===== src/rtl/fetch_pkg.sv =====
// Shared types and constants for the lab-CPU instruction-fetch stage.
// Optional instruction counter in fetch_unit is enabled by defining INSTR_COUNT_EN.
package fetch_pkg;

    localparam int PC_W_DEFAULT    = 8;
    localparam int LABEL_N_DEFAULT = 16;
    localparam int LABEL_IDX_W     = $clog2(LABEL_N_DEFAULT);

    typedef enum logic [2:0] {
        IDLE,
        FETCH,
        WAIT,
        EXEC,
        HALTED
    } fetch_state_t;

    // Decoder opcodes (upper nibble of the instruction byte).
    localparam logic [3:0] OP_BEQ0 = 4'b0110;
    localparam logic [3:0] OP_J    = 4'b0111;
    localparam logic [3:0] OP_HALT = 4'b1110;

endpackage


===== src/rtl/label_table.sv =====
// Branch label table: LABEL_N entries of PC_W bits, one synchronous write port,
// one combinational read port; the whole table clears on reset.
module label_table
    import fetch_pkg::*;
#(
    parameter int PC_W    = PC_W_DEFAULT,
    parameter int LABEL_N = LABEL_N_DEFAULT
) (
    input  logic                   clk,
    input  logic                   reset_n,
    input  logic                   wr_en_i,
    input  logic [LABEL_IDX_W-1:0] wr_idx_i,
    input  logic [PC_W-1:0]        wr_addr_i,
    input  logic [LABEL_IDX_W-1:0] rd_idx_i,
    output logic [PC_W-1:0]        rd_addr_o
);

    logic [PC_W-1:0] entry_q [LABEL_N];

    always_ff @(posedge clk or negedge reset_n) begin
        if (!reset_n) begin
            for (int i = 0; i < LABEL_N; i++) begin
                entry_q[i] <= '0;
            end
        end else if (wr_en_i) begin
            entry_q[wr_idx_i] <= wr_addr_i;
        end
    end

    // Reads the stored value, so a same-cycle write is seen only next cycle.
    assign rd_addr_o = entry_q[rd_idx_i];

endmodule


===== src/rtl/fetch_unit.sv =====
// Instruction-fetch stage: PC, ROM sequencing, instruction register and next-PC select.
// Define INSTR_COUNT_EN to add the saturating retired-instruction counter instr_count_o.
module fetch_unit
    import fetch_pkg::*;
#(
    parameter int PC_W    = PC_W_DEFAULT,
    parameter int LABEL_N = LABEL_N_DEFAULT
) (
    input  logic                   clk,
    input  logic                   reset_n,
    input  logic                   start,
    output logic [PC_W-1:0]        imem_addr_o,
    input  logic [7:0]             imem_data_i,
    output logic [7:0]             instr_o,
    output logic                   instr_valid_o,
    input  logic                   stall_i,
    input  logic                   label_read_i,
    input  logic                   branch_i,
    input  logic                   zero_i,
    input  logic [LABEL_IDX_W-1:0] branch_addr_i,
    input  logic                   halt_i,
    input  logic                   label_wr_en_i,
    input  logic [LABEL_IDX_W-1:0] label_wr_idx_i,
    input  logic [PC_W-1:0]        label_wr_addr_i,
    output logic [PC_W-1:0]        pc_o,
    output logic                   halted_o
`ifdef INSTR_COUNT_EN
    ,
    output logic [15:0]            instr_count_o
`endif
);

    fetch_state_t    state_q, state_d;
    logic [PC_W-1:0] pc_q, pc_d;
    logic [7:0]      instr_q, instr_d;
    logic [PC_W-1:0] label_target;
    logic            taken;

    label_table #(
        .PC_W    (PC_W),
        .LABEL_N (LABEL_N)
    ) u_label_table (
        .clk       (clk),
        .reset_n   (reset_n),
        .wr_en_i   (label_wr_en_i),
        .wr_idx_i  (label_wr_idx_i),
        .wr_addr_i (label_wr_addr_i),
        .rd_idx_i  (branch_addr_i),
        .rd_addr_o (label_target)
    );

    // j is unconditional; beq0 needs the ALU zero flag.
    assign taken = label_read_i && (!branch_i || zero_i);

    always_ff @(posedge clk or negedge reset_n) begin
        if (!reset_n) begin
            state_q <= IDLE;
            pc_q    <= '0;
            instr_q <= 8'h00;
        end else begin
            state_q <= state_d;
            pc_q    <= pc_d;
            instr_q <= instr_d;
        end
    end

    always_comb begin
        state_d = state_q;
        pc_d    = pc_q;
        instr_d = instr_q;
        case (state_q)
            IDLE: begin
                if (start) begin
                    state_d = FETCH;
                end
            end
            FETCH: begin
                state_d = WAIT;
            end
            WAIT: begin
                instr_d = imem_data_i;
                state_d = EXEC;
            end
            EXEC: begin
                if (stall_i) begin
                    state_d = EXEC;
                end else if (halt_i) begin
                    state_d = HALTED;
                end else begin
                    state_d = FETCH;
                    pc_d    = taken ? label_target : pc_q + PC_W'(1);
                end
            end
            HALTED: begin
                state_d = HALTED;
            end
            default: begin
                state_d = IDLE;
            end
        endcase
    end

    // ROM address is simply the PC; it is only meaningful to the ROM during FETCH.
    assign imem_addr_o   = pc_q;
    assign pc_o          = pc_q;
    assign instr_o       = instr_q;
    assign instr_valid_o = (state_q == EXEC);
    assign halted_o      = (state_q == HALTED);

`ifdef INSTR_COUNT_EN
    logic [15:0] count_q, count_d;

    always_comb begin
        count_d = count_q;
        if (state_q == EXEC && !stall_i && count_q != 16'hFFFF) begin
            count_d = count_q + 16'd1;
        end
    end

    always_ff @(posedge clk or negedge reset_n) begin
        if (!reset_n) begin
            count_q <= 16'd0;
        end else begin
            count_q <= count_d;
        end
    end

    assign instr_count_o = count_q;
`endif

endmodule

===== config.mk =====
export PLATFORM = sky130hd
export DESIGN_NAME = fetch_unit
export DESIGN_NICKNAME = d
export VERILOG_FILES = /design/src/rtl/fetch_pkg.sv /design/src/rtl/label_table.sv /design/src/rtl/fetch_unit.sv
export SDC_FILE = /design/constraint.sdc
export NUM_CORES = 1
export LEC_CHECK = 0
export ABC_AREA = 1
export BUFFER_PORTS_ARGS = -buffer_cell sky130_fd_sc_hd__buf_2
export CAP_MARGIN = 20
export CORE_UTILIZATION = 55
export DETAILED_ROUTE_END_ITERATION = 8
export HOLD_SLACK_MARGIN = 0.1
export PLACE_DENSITY = 0.8
export SETUP_SLACK_MARGIN = 0.2
export SLEW_MARGIN = 20
export SYNTH_ARGS = -nofsm -noshare
export SYNTH_HDL_FRONTEND = slang
export SYNTH_HIERARCHICAL = 1
export SYNTH_SLANG_ARGS = --single-unit

===== constraint.sdc =====
create_clock -name clk -period 2.12 [get_ports clk]
set_input_delay 0.212 -clock clk [delete_from_list [all_inputs] [get_ports clk]]
set_output_delay 0.212 -clock clk [all_outputs]
set_load 0.01 [all_outputs]

* Word level (Yosys, flattened, before mapping)
Index checks and enable logic that the tools add are counted.
** Operators by class
- Muxes and demuxes :: 11
- Bitwise gates (word level) :: 4
- Equal/unequal tests :: 5
- $add $sub $neg :: 1
- Reductions and logical operators :: 6
- $lt $le $gt $ge :: 3
** Operators by type and width (number)
- bitwise mux 128 bit :: 1
- binary-select mux 8 bit (select 4 bit) :: 1
- demux 8 bit (select 4 bit) :: 1
- 2-to-1 mux 8 bit :: 4
- one-hot mux 3 bit (5 select lines) :: 1
- greater-or-equal comparator 5 bit, second input constant :: 2
- NOT 4 -> 5 bit :: 2
- 2-to-1 mux 3 bit :: 3
- adder 8 x 1 -> 8 bit, second input constant :: 1
- equality test 3 x 2 -> 1 bit, second input constant :: 2
- less-than comparator 5 x 1 -> 1 bit, second input constant :: 1
- equality test 3 x 1 -> 1 bit, second input constant :: 1
- equality test 3 bit, second input constant :: 1
- zero test 3 bit :: 1
- AND reduction 3 bit :: 1
- logical AND 1 bit :: 2
- inequality test 2 bit, second input constant :: 1
- NOT 1 bit :: 2
- zero test 1 bit :: 1
- logical OR 1 bit :: 1
** Storage, ports and cells
- Input port bits :: 33
- Register bits after elaboration :: 147
- Output and inout port bits :: 26
- Logic and storage cells :: 49

* Logic depth before layout (Yosys ltp)
Gate-level depths: netlist of run 1.
- Depth in word-level cells :: 6
- Gate-level depth with buffers :: 13
- Mapped depth without buffers :: 11

* Cells and area by module
Netlist of run 1, hierarchy kept.
** Modules (own cells, without submodules)
- label_table :: seq. area each 3203.1 sq um, area each 6271.0 sq um, instances 1, cells an instance 850
- fetch_unit :: seq. area each 475.5 sq um, area each 1073.5 sq um, instances 1, cells an instance 130

* Worst setup path after synthesis of run 1
OpenSTA, ideal clock, no wires.
- Path type :: in2reg
- Start :: in branch_addr_i[0]
- End :: reg pc_q[7], in the netlist imem_addr_o[7]
- Setup time :: 116 ps
- Setup slack :: 712 ps
- Arrival time :: 1291 ps
- Stages on the path :: 12
- Data required time :: 2004 ps
- Buffers on the path :: 3
- Cell sequence :: clkbuf_1 -> buf_2 -> buf_2 -> nand2_1 -> nand3_1 -> nand3_1 -> nand3_1 -> nand2_1 -> nor2_1 -> nor2_2 -> nand2_1 -> nand2_1
** Between the ends
- Cells in the longest elaborated chain, start to end :: 5
** RTL lines
- from (decl) :: RTL line fetch_unit.sv:20 : input logic [LABEL_IDX_W-1:0] branch_addr_i,
- NOT 4 -> 5 bit (not written as such) :: RTL line label_table.sv:31 : assign rd_addr_o = entry_q[rd_idx_i];
- binary-select mux 8 bit (select 4 bit) :: RTL line label_table.sv:31
- 2-to-1 mux 8 bit (not written as such) (2 in a row) :: RTL line label_table.sv:31
- named net label_target[7] :: RTL line fetch_unit.sv:36 : logic [PC_W-1:0] label_target;
- 2-to-1 mux 8 bit :: RTL line fetch_unit.sv:91 : pc_d = taken ? label_target : pc_q + PC_W'(1);
- to (signal assigned) :: RTL line fetch_unit.sv:62 : pc_q <= pc_d;
- to (decl) :: RTL line fetch_unit.sv:34 : logic [PC_W-1:0] pc_q, pc_d;
The timed path passes the listed nets, and every way through them passes these cells. The select of a mux whose other input is x is not followed.
A chain may end at the register's enable or synchronous reset.

* Final worst setup path of run 1
- Start :: reg state_q[1]
- End :: out halted_o
** Between the ends
- Cells in the longest elaborated chain, start to end :: 1
** RTL lines
- from (decl) :: RTL line fetch_unit.sv:33 : fetch_state_t state_q, state_d;
- from (signal assigned) :: RTL line fetch_unit.sv:61 : state_q <= state_d;
- equality test 3 bit :: RTL line fetch_unit.sv:108 : assign halted_o = (state_q == HALTED);
- to (decl) :: RTL line fetch_unit.sv:26 : output logic halted_o
Every way passes these cells.

==> results of run 1 <==
[cells in the final DEF, fill, tap and decap left out]
cell type,count
xor2_1,2
nor2_2,6
nand3_2,2
or2_2,2
nand2_1,309
o21ai_0,134
o211ai_1,1
nand2_2,1
dlygate4sd3_1,10
inv_2,2
nand4_1,1
buf_6,1
clkbuf_16,17
nand3_1,123
bufinv_16,3
clkinv_4,1
nor2_1,23
clkinv_1,1
dfrtp_1,147
clkinv_2,3
buf_12,3
mux2_2,8
buf_4,23
inv_1,149
ha_1,1
clkinvlp_4,2
xnor2_1,1
nor3_2,2
o21ai_1,1
o211a_1,1
nand2_4,1
clkbuf_8,4
nor3_1,2
buf_2,57
[flip-flops by register name, indices dropped and copies added (netlist names)]
register               count
instr_o                    8
state_q                    3
imem_addr_o                8
u_label_table/entry_q    128
[final timing paths]
kind | startpoint | to | slack [ns]
max | state_q[1]$_DFFE_PN0P_ | halted_o | 0.57
min | stall_i | state_q[2]$_DFFE_PN0P_ | 0.11
max reg2reg | imem_addr_o[1]$_DFFE_PN0P_ | imem_addr_o[6]$_DFFE_PN0P_ | 0.79
min reg2reg | state_q[2]$_DFFE_PN0P_ | state_q[1]$_DFFE_PN0P_ | 0.46
max in group asynchronous | reset_n | u_label_table/entry_q[11]$_DFFE_PN0P_ | 1.10
min in group asynchronous | reset_n | u_label_table/entry_q[67]$_DFFE_PN0P_ | 0.31
[synth_stat cells, drive strengths merged]
cell    count  share of area (%)
or2         2               0.17
nor3        4               0.41
nand2     311                 16
dfrtp     147                 50
nor2       29                1.7
o211a       1               0.14
nand4       1              0.085
mux2        8                1.2
clkinv      1              0.051
inv       151                7.7
buf        33                2.5
nand3     125                8.7
o21ai     135                9.2
xor2        2               0.24
o211ai      1               0.10
xnor2       1               0.12
clkbuf     27                1.4
ha          1               0.17
[layer usage]
layer | part of all wire, % | wire [µm] | vias up
met5 | 0 | 0 | -
met2 | 46 | 8752 | 288
met3 | 8.0 | 1539 | 47
li1 | - | - | 3144
met1 | 43 | 8267 | 3081
met4 | 3.1 | 591 | 0
[cell families after synthesis]
kind of cell | Yosys count | synth area share, %
AO/OA/AOI/OAI | 137 | 9.438
XOR/XNOR | 3 | 0.3578
adder cells (fa/ha/maj) | 1 | 0.1703
buffers and inverters | 212 | 11.69
flip-flops | 147 | 50.09
multiplexers | 8 | 1.227
AND/OR/NAND/NOR | 472 | 27.04
[worst max-delay path, stage by stage, from the launching register on]
cell     delay, ns
dfrtp_1       0.43
nor2_1        0.18
inv_1         0.09
nor2_1        0.09
buf_2         0.13
[where the power goes]
part	internal [µW]	total (µW)	switching [µW]
Combinational	842	2130	1290
Clock	1960	3090	1130
Sequential	3520	3910	396
Total	6320	9140	2820
[final cells by class]
cell class              instances  area [µm²]  share of cell area, %
inverters                     152       570.5                  6.704
flip-flops and latches        147        3679                  43.22
clock inverters                 9       128.9                  1.514
multi-input cells             621        2808                  32.99
repair buffers                 94       629.4                  7.395
well taps                     172       215.2                  2.529
clock buffers                  21       480.5                  5.645
[metrics by stage]
| stage | instance area (µm²) | util (%) | hold WS [ns] | setup WS (ns) |
|---|---|---|---|---|
| 2_1_floorplan | 7345 | - | -0.08359 | 0.7124 |
| 3_3_place_gp | 7801 | 60.83 | 0.2153 | 0.3973 |
| 3_5_place_dp | 7801 | 60.83 | 0.2185 | 0.3438 |
| 4_1_cts | 8511 | 66.36 | 0.1061 | 0.5443 |
| 5_1_grt | 8511 | 66.36 | 0.1273 | 0.4694 |
| 6_report | 8511 | 66.36 | 0.1123 | 0.5660 |
[what timing repair did]
item                                   in CTS  in global routing
endpoints found under the hold margin      63                  0
hold buffers                               10                  0
resized for setup                           0                  0
setup endpoints to repair                   0                  0
==> metrics list, run 1 <==
- During placement, the flow inserted port buffers numbering 58.
* Final Non-Filler Cells: 1216
- After routing, the total negative slack on setup checks comes to 0 ns.
- Power comes to 9138 µW.
- Cell count after synthesis: 980
- The cell area that synthesis handed to floorplanning was 7345 µm².
- PwrDens: 1074 nW/µm²
* Register bit total from synthesis: 147
* CTS tree: built
- Critical path arrival: 1.34 ns
* Fin. max-slew vios: 0
* Worst hold path class: in2reg
- Post-CTS Setup Inserts: 0
* Crit path capture type: output pin
- Part of the cycle the worst path needs: 73.30%
- For the pin with the worst max-slew slack, the measured transition is 0.6241 ns.
* Total number of H-tree levels: 4
- Counting cells, the worst reg-to-reg path comes to 6.
- In the global route stage, met1 resource usage came out at 40.73%.
- Detailed routing inserted a total of 6560 vias.
- The filler cells instantiated in the layout total 1054.
- Summed over all nets, the half-perimeter wirelength after detailed placement is 12.53 mm.
- Largest net degree at the start of global routing: 62
* Portion of the post-synthesis area used by sequential elements: 50.09%
- The first global-routing pass estimated 31.63 mm of wire.
* RSZ-0062 raised after global routing: no
- Measured along the x axis, the die boundary spans 117.6 µm.
- Worst slew margin relative to its limit: 58.28%
* Cell row count: 41
* Number of antenna violations at the first check in global routing: 0
- DRT Pass-1 Iters: 7
- At the worst endpoint, the required time is 1.91 ns.
- Peak Freq: 643.5 MHz
* Maximum buffer depth of the clock tree: 2
- Counting every net in the synthesized netlist gives 1014.
* Area grow syn2layout: 15.88%
- In this run, CTS created clock tree buffers numbering 17.
- Largest vdd supply drop: 0.0008115 V
- Global-route congestion overflow total: 0
- The die is 117.6 µm tall.
- The worst hold path passes through 4 cells.
- Routability-driven placement congestion ratio: 0.8711
- Max Cap Violations: 0
- I/O pin total: 59
- Clock-pin slew was measured on the worst setup and hold paths at 0.06 ns.
* Vias/cell: 5.395
- In this run the worst path has a maximum fanout of 4.
- The Yosys step of the flow raised 6 warnings.
- Worst skew pair latency: 0.42 ns
* Mean post-synth cell area: 7.494 µm²
- Clock Tree Root: clkbuf_16
- Overall global routing resource usage: 29.61%
- The final layout contains 1067 nets.
- Total wirelength of the detailed-routed design: 19.15 mm
- Final hold viol count: 0
* Number of clock sinks seen by CTS: 147
- On the final layout, the worst clock skew is 0.006015 ns.
- Drt first-iter violations: 755
* Placeable core area: 12820 µm²
- The routed design could run at a clock period as short as 1.554 ns.
* Most heavily used metal layer in global routing: met2
- Count of antenna-violating nets left after detailed routing: 0
* Wire length per cell after detailed routing: 15.75 µm
- CP Launch Type: register
* Via count of the first global-routing pass: 6125
- The repair_antennas step left the layout with diodes totalling 0.
* Met2 Usage GRT: 44.86%
- Static Leakage: 0.004400 µW
* # DRC: 0
* Starting density of the core: 57.27%
- The die covers 13820 µm².
- Distinct cell type count of the synthesized netlist: 28
* Proportion of layout cells with a drive suffix above 1: 13.22%
- Setup violations remaining at the end of the flow were counted as 0.
- Setup CP Type: reg2out
- In this run, placement finished with an instance count of 1176.
* Result of the run: finished, final reports clean
- Met3 routing resource usage after global routing: 6.638%
(Power assumes the default switching activity.)
==> inputs of run 2 (changes only) <==
--- a/config.mk
+++ b/config.mk
@@ -8,10 +8,10 @@
 export ABC_AREA = 1
 export BUFFER_PORTS_ARGS = -buffer_cell sky130_fd_sc_hd__buf_2
 export CAP_MARGIN = 20
-export CORE_UTILIZATION = 55
+export CORE_UTILIZATION = 54
 export DETAILED_ROUTE_END_ITERATION = 8
 export HOLD_SLACK_MARGIN = 0.1
-export PLACE_DENSITY = 0.8
+export PLACE_DENSITY = 0.82
 export SETUP_SLACK_MARGIN = 0.2
 export SLEW_MARGIN = 20
 export SYNTH_ARGS = -nofsm -noshare
==> constraint.sdc (replaced) <==
create_clock -name clk -period 1.3 [get_ports clk]
set_input_delay 0.13 -clock clk [delete_from_list [all_inputs] [get_ports clk]]
set_output_delay 0.13 -clock clk [all_outputs]
set_load 0.01 [all_outputs]
==> metrics list, run 2 (synthesis results as in run 1) <==
* Result of the run: finished with violations
- The final reports fail on negative setup slack.
* Worst slew margin relative to its limit: 64.31%
* Starting density of the core: 55.46%
- Number of antenna violations at the first check in global routing: 1
- In the finished design, the share of the clock period the worst path needs comes to 112.8%.
- After detailed routing, the number of vias per cell comes to 5.930.
* PwrDens: 1749 nW/µm²
* Worst hold path class: in2async
- Top library cells by usage in the layout, fill and taps aside: 294 x nand2_1, 140 x dfrtp_1, 130 x o21ai_0
- The analysis attributes to cell leakage a power of 0.004914 µW.
- Across the routed clock network, the largest skew measured is 0.01445 ns.
* Total number of vias: 7667
- The number of antenna diodes in the final layout is 0.
- Derived from the worst setup path, the maximum achievable clock frequency is 681.7 MHz.
- At the later pin of the worst-skew pair, clock insertion delay measures 0.44 ns.
- I/O pin total: 59
- Data arrives at the worst endpoint at 1.34 ns.
* Worst Path Max Fanout: 3
- Largest net degree at the start of global routing: 42
* Die Span Y: 118.6 µm
- The register with the most flip-flops in the layout has 128 of them.
- The critical path is of the reg2out type.
- CTS placed an instance of clkbuf_16 at the clock tree root.
- Max-cap violations in this run came to 0.
- CTS saw 147 sinks.
* CP Launch Type: register
- Via count of the first global-routing pass: 6981
- DRT Pass-1 Iters: 6
- Final HPWL from detailed placement: 13.42 mm
* Worst hold slack: 0.1676 ns
- After the first detailed-routing iteration, the DRC count stood at 1154.
- Crit path capture type: output pin
- Min Clock Period, post-route: 1.467 ns
- The first global-routing pass estimated 36.71 mm of wire.
- Final hold viol count: 0
* Die Area: 14070 µm²
* Most common library cell in the layout ignoring fill and taps: nand2_1
- RSZ-0062 raised after global routing: yes
- Total Nets Final: 1138
- CTS tree: built
* Register with the most flip-flops: u_label_table/entry_q
- IR analysis of the VDD net gives a maximum drop of 0.001142 V.
* Horizontal extent of the die: 118.6 µm
- # DRC: 0
- Count of buffers from port buffering: 58
- Routability-driven placement congestion ratio: 0.9175
- The max-slew violation count came to 0.
- Setup TNS Final: -1.015 ns
- Global-route congestion overflow total: 0
* Maximum buffer depth of the clock tree: 2
* Placeable core area: 13240 µm²
* Final worst-path setup slack: -0.1670 ns
- The detail route stage leaves a number of antenna-violating nets equal to 0.
- Overall global routing resource usage: 34.08%
- Actual transition at the worst max-transition pin: 0.5334 ns
- TritonCTS created 17 clock buffers.
- Finish-stage setup viols: 10
- Required arrival time at the worst endpoint: 1.17 ns
* Total wirelength of the detailed-routed design: 25.14 mm
- Proportion of layout cells with a drive suffix above 1: 27.75%
- Dividing the detail-routed wire length by the instance count gives 19.44 µm.
* R2R setup slack: -0.16 ns
* Clock-pin slew of the registers on the worst-case setup and hold paths: 0.07 ns
- The clock tree synthesis step divided the H-tree into 4 levels.
- Cell row count: 42
- The area growth from synthesis to layout is 33.41%.
==> run 2: cell count changes in the layout (fill, tap and decap cells not counted), moves of 9 or more <==
cell and delta:
nand3_1 -53, nand3_2 +50, buf_4 +39, buf_6 +24, inv_1 -24, inv_2 +24, buf_2 -17, buf_12 +15
nand2_1 -15, nand2_2 +14, dlygate4sd3_1 +9, nor2_1 -9
==> run 2: metrics by stage <==
step | setup slack [ns] | util (%) | total power, µW | instance area [µm²] | std cells
6_report | -0.1670 | 73.99 | 17140 | 9798 | 1293
2_1_floorplan | 0.1470 | - | 8868 | 7517 | 980
5_1_grt | -0.2305 | 73.99 | 17830 | 9798 | 1293
3_3_place_gp | -0.09680 | 61.71 | 9910 | 8172 | 1200
4_1_cts | -0.05999 | 71.37 | 16110 | 9452 | 1276
3_5_place_dp | -0.1289 | 61.71 | 10070 | 8172 | 1200
==> run 2: timing repair <==
item                                    4_1_cts  5_1_grt
pin swaps                                    33       36
gates resized for setup                      72       63
cloned                                        1        0
hold endpoints to repair                    193        0
setup buffers                                24       17
endpoints found under the setup margin       34       36
hold buffers                                 19        0
==> run 2: where the power goes <==
group / internal (µW) / total [µW] / switching (µW)
logic: 2460 / 5470 / 3010
clock network: 3210 / 5130 / 1920
registers: 5760 / 6540 / 780
==> run 2: final timing paths <==
| kind | end | cells past startpoint | startpoint |
|---|---|---|---|
| worst min register to register | u_label_table/entry_q[122]$_DFFE_PN0P_ | 2 | u_label_table/entry_q[122]$_DFFE_PN0P_ |
| worst max-delay path | instr_valid_o | 4 | state_q[1]$_DFFE_PN0P_ |
| worst min-delay path | u_label_table/entry_q[50]$_DFFE_PN0P_ | 2 | reset_n |
| worst max register to register | imem_addr_o[3]$_DFFE_PN0P_ | 8 | state_q[1]$_DFFE_PN0P_ |
| max in group asynchronous | u_label_table/entry_q[27]$_DFFE_PN0P_ | 3 | reset_n |
| min in group clk | u_label_table/entry_q[39]$_DFFE_PN0P_ | 4 | label_wr_addr_i[7] |
==> run 2: critical path, cell delays in order, from the launching register on <==
cell	delay [ns]
dfrtp_1	0.42
buf_4	0.14
nand3_2	0.10
inv_2	0.12
buf_6	0.12
==> run 2: area by class of cell <==
type / count / area (µm²)
clock buffer: 23 / 488.0
clock inverter: 9 / 126.4
fill: 828 / 3445
inverter: 152 / 575.6
multi-input combinational: 622 / 3203
sequential: 147 / 3687
tap: 176 / 220.2
timing repair buffer: 164 / 1498
==> run 2: per-layer routing <==
metal	track usage (%)	vias to the layer above	part of all wire, %
met5	0	-	0.052
met4	22.15	2	6.7
met3	9.315	181	11
met2	51.72	625	46
met1	42.84	3569	36
li1	-	3290	-
==> inputs of run 3 (changes only) <==
--- a/config.mk
+++ b/config.mk
@@ -11,7 +11,7 @@
 export CORE_UTILIZATION = 54
 export DETAILED_ROUTE_END_ITERATION = 8
 export HOLD_SLACK_MARGIN = 0.1
-export PLACE_DENSITY = 0.82
+export PLACE_DENSITY = 0.86
 export SETUP_SLACK_MARGIN = 0.2
 export SLEW_MARGIN = 20
 export SYNTH_ARGS = -nofsm -noshare
==> metrics list, run 3 (synthesis results as in run 1) <==
- Result of the run: finished with violations
* Failing checks: design-rule violations, negative setup slack
- Number of placed instances, taps included: 1196
- In the post-route analysis, the smallest setup slack over all paths is -0.2155 ns.
* Logic pwr share: 33.8%
* Vias/cell: 6.168
* Peak Freq: 659.9 MHz
- Starting density of the core: 55.46%
- Maximum buffer depth of the clock tree: 2
- Register with the most flip-flops: u_label_table/entry_q
- Overall global routing resource usage: 31.89%
- Bufs and invs on worst path: 1
- Setup CP Type: reg2reg
- Wire length per cell after detailed routing: 20.48 µm
- Counting stages on the worst path, the most repeated cell is nand2_1.
- Among cell families on the critical path, the largest total delay comes from simple AND/OR/NAND/NOR gates.
- The register with the most flip-flops in the layout has 128 of them.
- Drt first-iter violations: 1420
* Placeable core area: 13240 µm²
- The worst setup path is captured at a register.
- The first global-routing pass estimated 35.20 mm of wire.
- The number of clock buffers added by TritonCTS is 17.
- The first detailed-routing pass took 9 iterations.
- The clock reaches the later pin of the worst-skew pair after 0.44 ns.
- Area of the multi-input gates: 3363 µm²
- Critical Path, Cell by Cell: inv_1 > nand2_1 > nand3_1 > nand3_2 > nand3_2 > nand2_4 > nor2_4 > nor2_2 > nand2_1 > nand2_1
* RSZ-0062 raised after global routing: yes
- The H-tree was split into 4 levels.
* Finish-stage setup viols: 20
- Count of buffers from port buffering: 58
- Final hold viol count: 0
- The number of global-route vias before repair is 7050.
* I/O pin total: 59
- Highest cell delay on the worst timing path: 0.37 ns
- Clock-pin slew was measured on the worst setup and hold paths at 0.06 ns.
- Clock Tree Root: clkbuf_16
- The slowest stage of the critical path belongs to the cell dfrtp_1.
- In this run the worst hold path is classified as in2async.
- The clock drives 147 sinks.
- Filler cells: 782
* Global-route congestion overflow total: 0
- Fin. max-slew vios: 0
- On the final layout, the worst hold slack is 0.1752 ns.
* Max Cap Violations: 0
- Largest net degree at the start of global routing: 37
- Leaving out fill and tap cells, the most frequent cell in the layout is nand2_1.
- Horizontal extent of the die: 118.6 µm
- Power spread over the standard cell area amounts to 1741 nW/µm².
- The library cells used most frequently in the layout, excluding fill and tap cells, are 289 x nand2_1, 140 x dfrtp_1, 130 x o21ai_0.
- Required arrival time at the worst endpoint: 1.67 ns
* CP Launch Type: register
- Total number of vias: 8000
- In this run switching power makes up 34.67% of total power.
- # DRC: 54
* Part of the cycle the worst path needs: 116.6%
- Number of antenna violations at the first check in global routing: 0
- CTS tree: built
- Final Non-Filler Cells: 1297
* Critical path arrival: 1.89 ns
- Cell row count: 42
* # diodes: 0
* Total Nets Final: 1144
* Actual transition at the worst max-transition pin: 0.5911 ns
- Share of total power in sequential cells: 38.2%
* Area taken by flip-flops and latches: 3687 µm²
* Final HPWL from detailed placement: 12.61 mm
- Counting I/O delays and the setup requirement, the final critical path takes 1.515 ns.
* Worst slew margin relative to its limit: 60.45%
- Die Area: 14070 µm²
* Total wirelength of the detailed-routed design: 26.57 mm
- Area grow syn2layout: 34.07%
* Largest vdd supply drop: 0.001106 V
- Measured along the y axis, the die boundary spans 118.6 µm.
- Worst Path Max Fanout: 2
* Static Leakage: 0.004928 µW
* Power spent charging and discharging nets: 5945 µW
* Fin Clk Skew: 0.01512 ns
- Cell internal power was estimated by the tool at 11200 µW.
- The count of nets left with antenna violations once routing finished came out at 0.
- The post-route netlist has 31.40% of its cells at a drive strength greater than 1.
- Routability-driven placement finished with a final weighted congestion of 0.8745.
- Clock Power Share: 28.0%
[run 3: layer usage]
layer	part of all wire, %	up-vias	track usage (%)
met1	35	3666	40.06
met2	45	788	51.28
met3	13	246	7.819
li1	-	3298	-
met4	7.1	2	16.14
met5	0.041	-	0
[run 3: power groups by stage]
stage | clock network [µW] | registers, µW | logic, µW
6_report | 4790 | 6560 | 5800
5_1_grt | 4980 | 6640 | 6120
4_1_cts | 4760 | 6390 | 4440
3_5_place_dp | 0 | 6450 | 3520
3_3_place_gp | 0 | 6390 | 3380
2_1_floorplan | 0 | 6440 | 2430
[run 3: layout make-up]
type	count	share of cell area (%)
sequential	147	37.45
multi-input combinational	622	34.16
timing repair buffer	170	14.54
inverter	152	5.870
clock buffer	20	4.638
tap	176	2.236
clock inverter	10	1.118
[run 3: through the flow]
step	instance area (µm²)	power [µW]	TNS, ns	setup WS [ns]	utilization, %
5_1_grt	9847	17740	-2.422	-0.4114	74.36
4_1_cts	9243	15590	-0.1403	-0.09226	69.79
6_report	9847	17150	-1.754	-0.2155	74.36
2_1_floorplan	7517	8868	0	0.1470	-
3_3_place_gp	8054	9771	-0.4828	-0.09992	60.82
3_5_place_dp	8054	9971	-0.6761	-0.1405	60.82
[run 3: final timing paths]
path / from / to / slack, ns / cells after the start
worst max-delay path: u_label_table/entry_q[62]$_DFFE_PN0P_ / imem_addr_o[6]$_DFFE_PN0P_ / -0.22 / 10
worst min-delay path: reset_n / u_label_table/entry_q[84]$_DFFE_PN0P_ / 0.18 / 2
worst max register to register: u_label_table/entry_q[62]$_DFFE_PN0P_ / imem_addr_o[6]$_DFFE_PN0P_ / -0.22 / 10
worst min register to register: u_label_table/entry_q[117]$_DFFE_PN0P_ / u_label_table/entry_q[117]$_DFFE_PN0P_ / 0.49 / 2
max in group asynchronous: reset_n / u_label_table/entry_q[110]$_DFFE_PN0P_ / 0.57 / 3
min in group clk: stall_i / imem_addr_o[0]$_DFFE_PN0P_ / 0.24 / 4
[run 3: what timing repair did]
item | 4_1_cts | 5_1_grt
pin swaps | 40 | 49
hold buffers | 20 | 0
gates cloned | 1 | 0
gates resized for setup | 57 | 119
setup endpoints to repair | 34 | 39
buffers inserted | 22 | 28
endpoints found under the hold margin | 201 | 0
[run 3: worst register-to-register path, stage by stage (launching register included)]
cell and delay [ns]:
dfrtp_1 0.37, inv_1 0.06, nand2_1 0.07, nand3_1 0.12, nand3_2 0.12, nand3_2 0.11
nand2_4 0.12, nor2_4 0.04, nor2_2 0.23, nand2_1 0.13, nand2_1 0.09
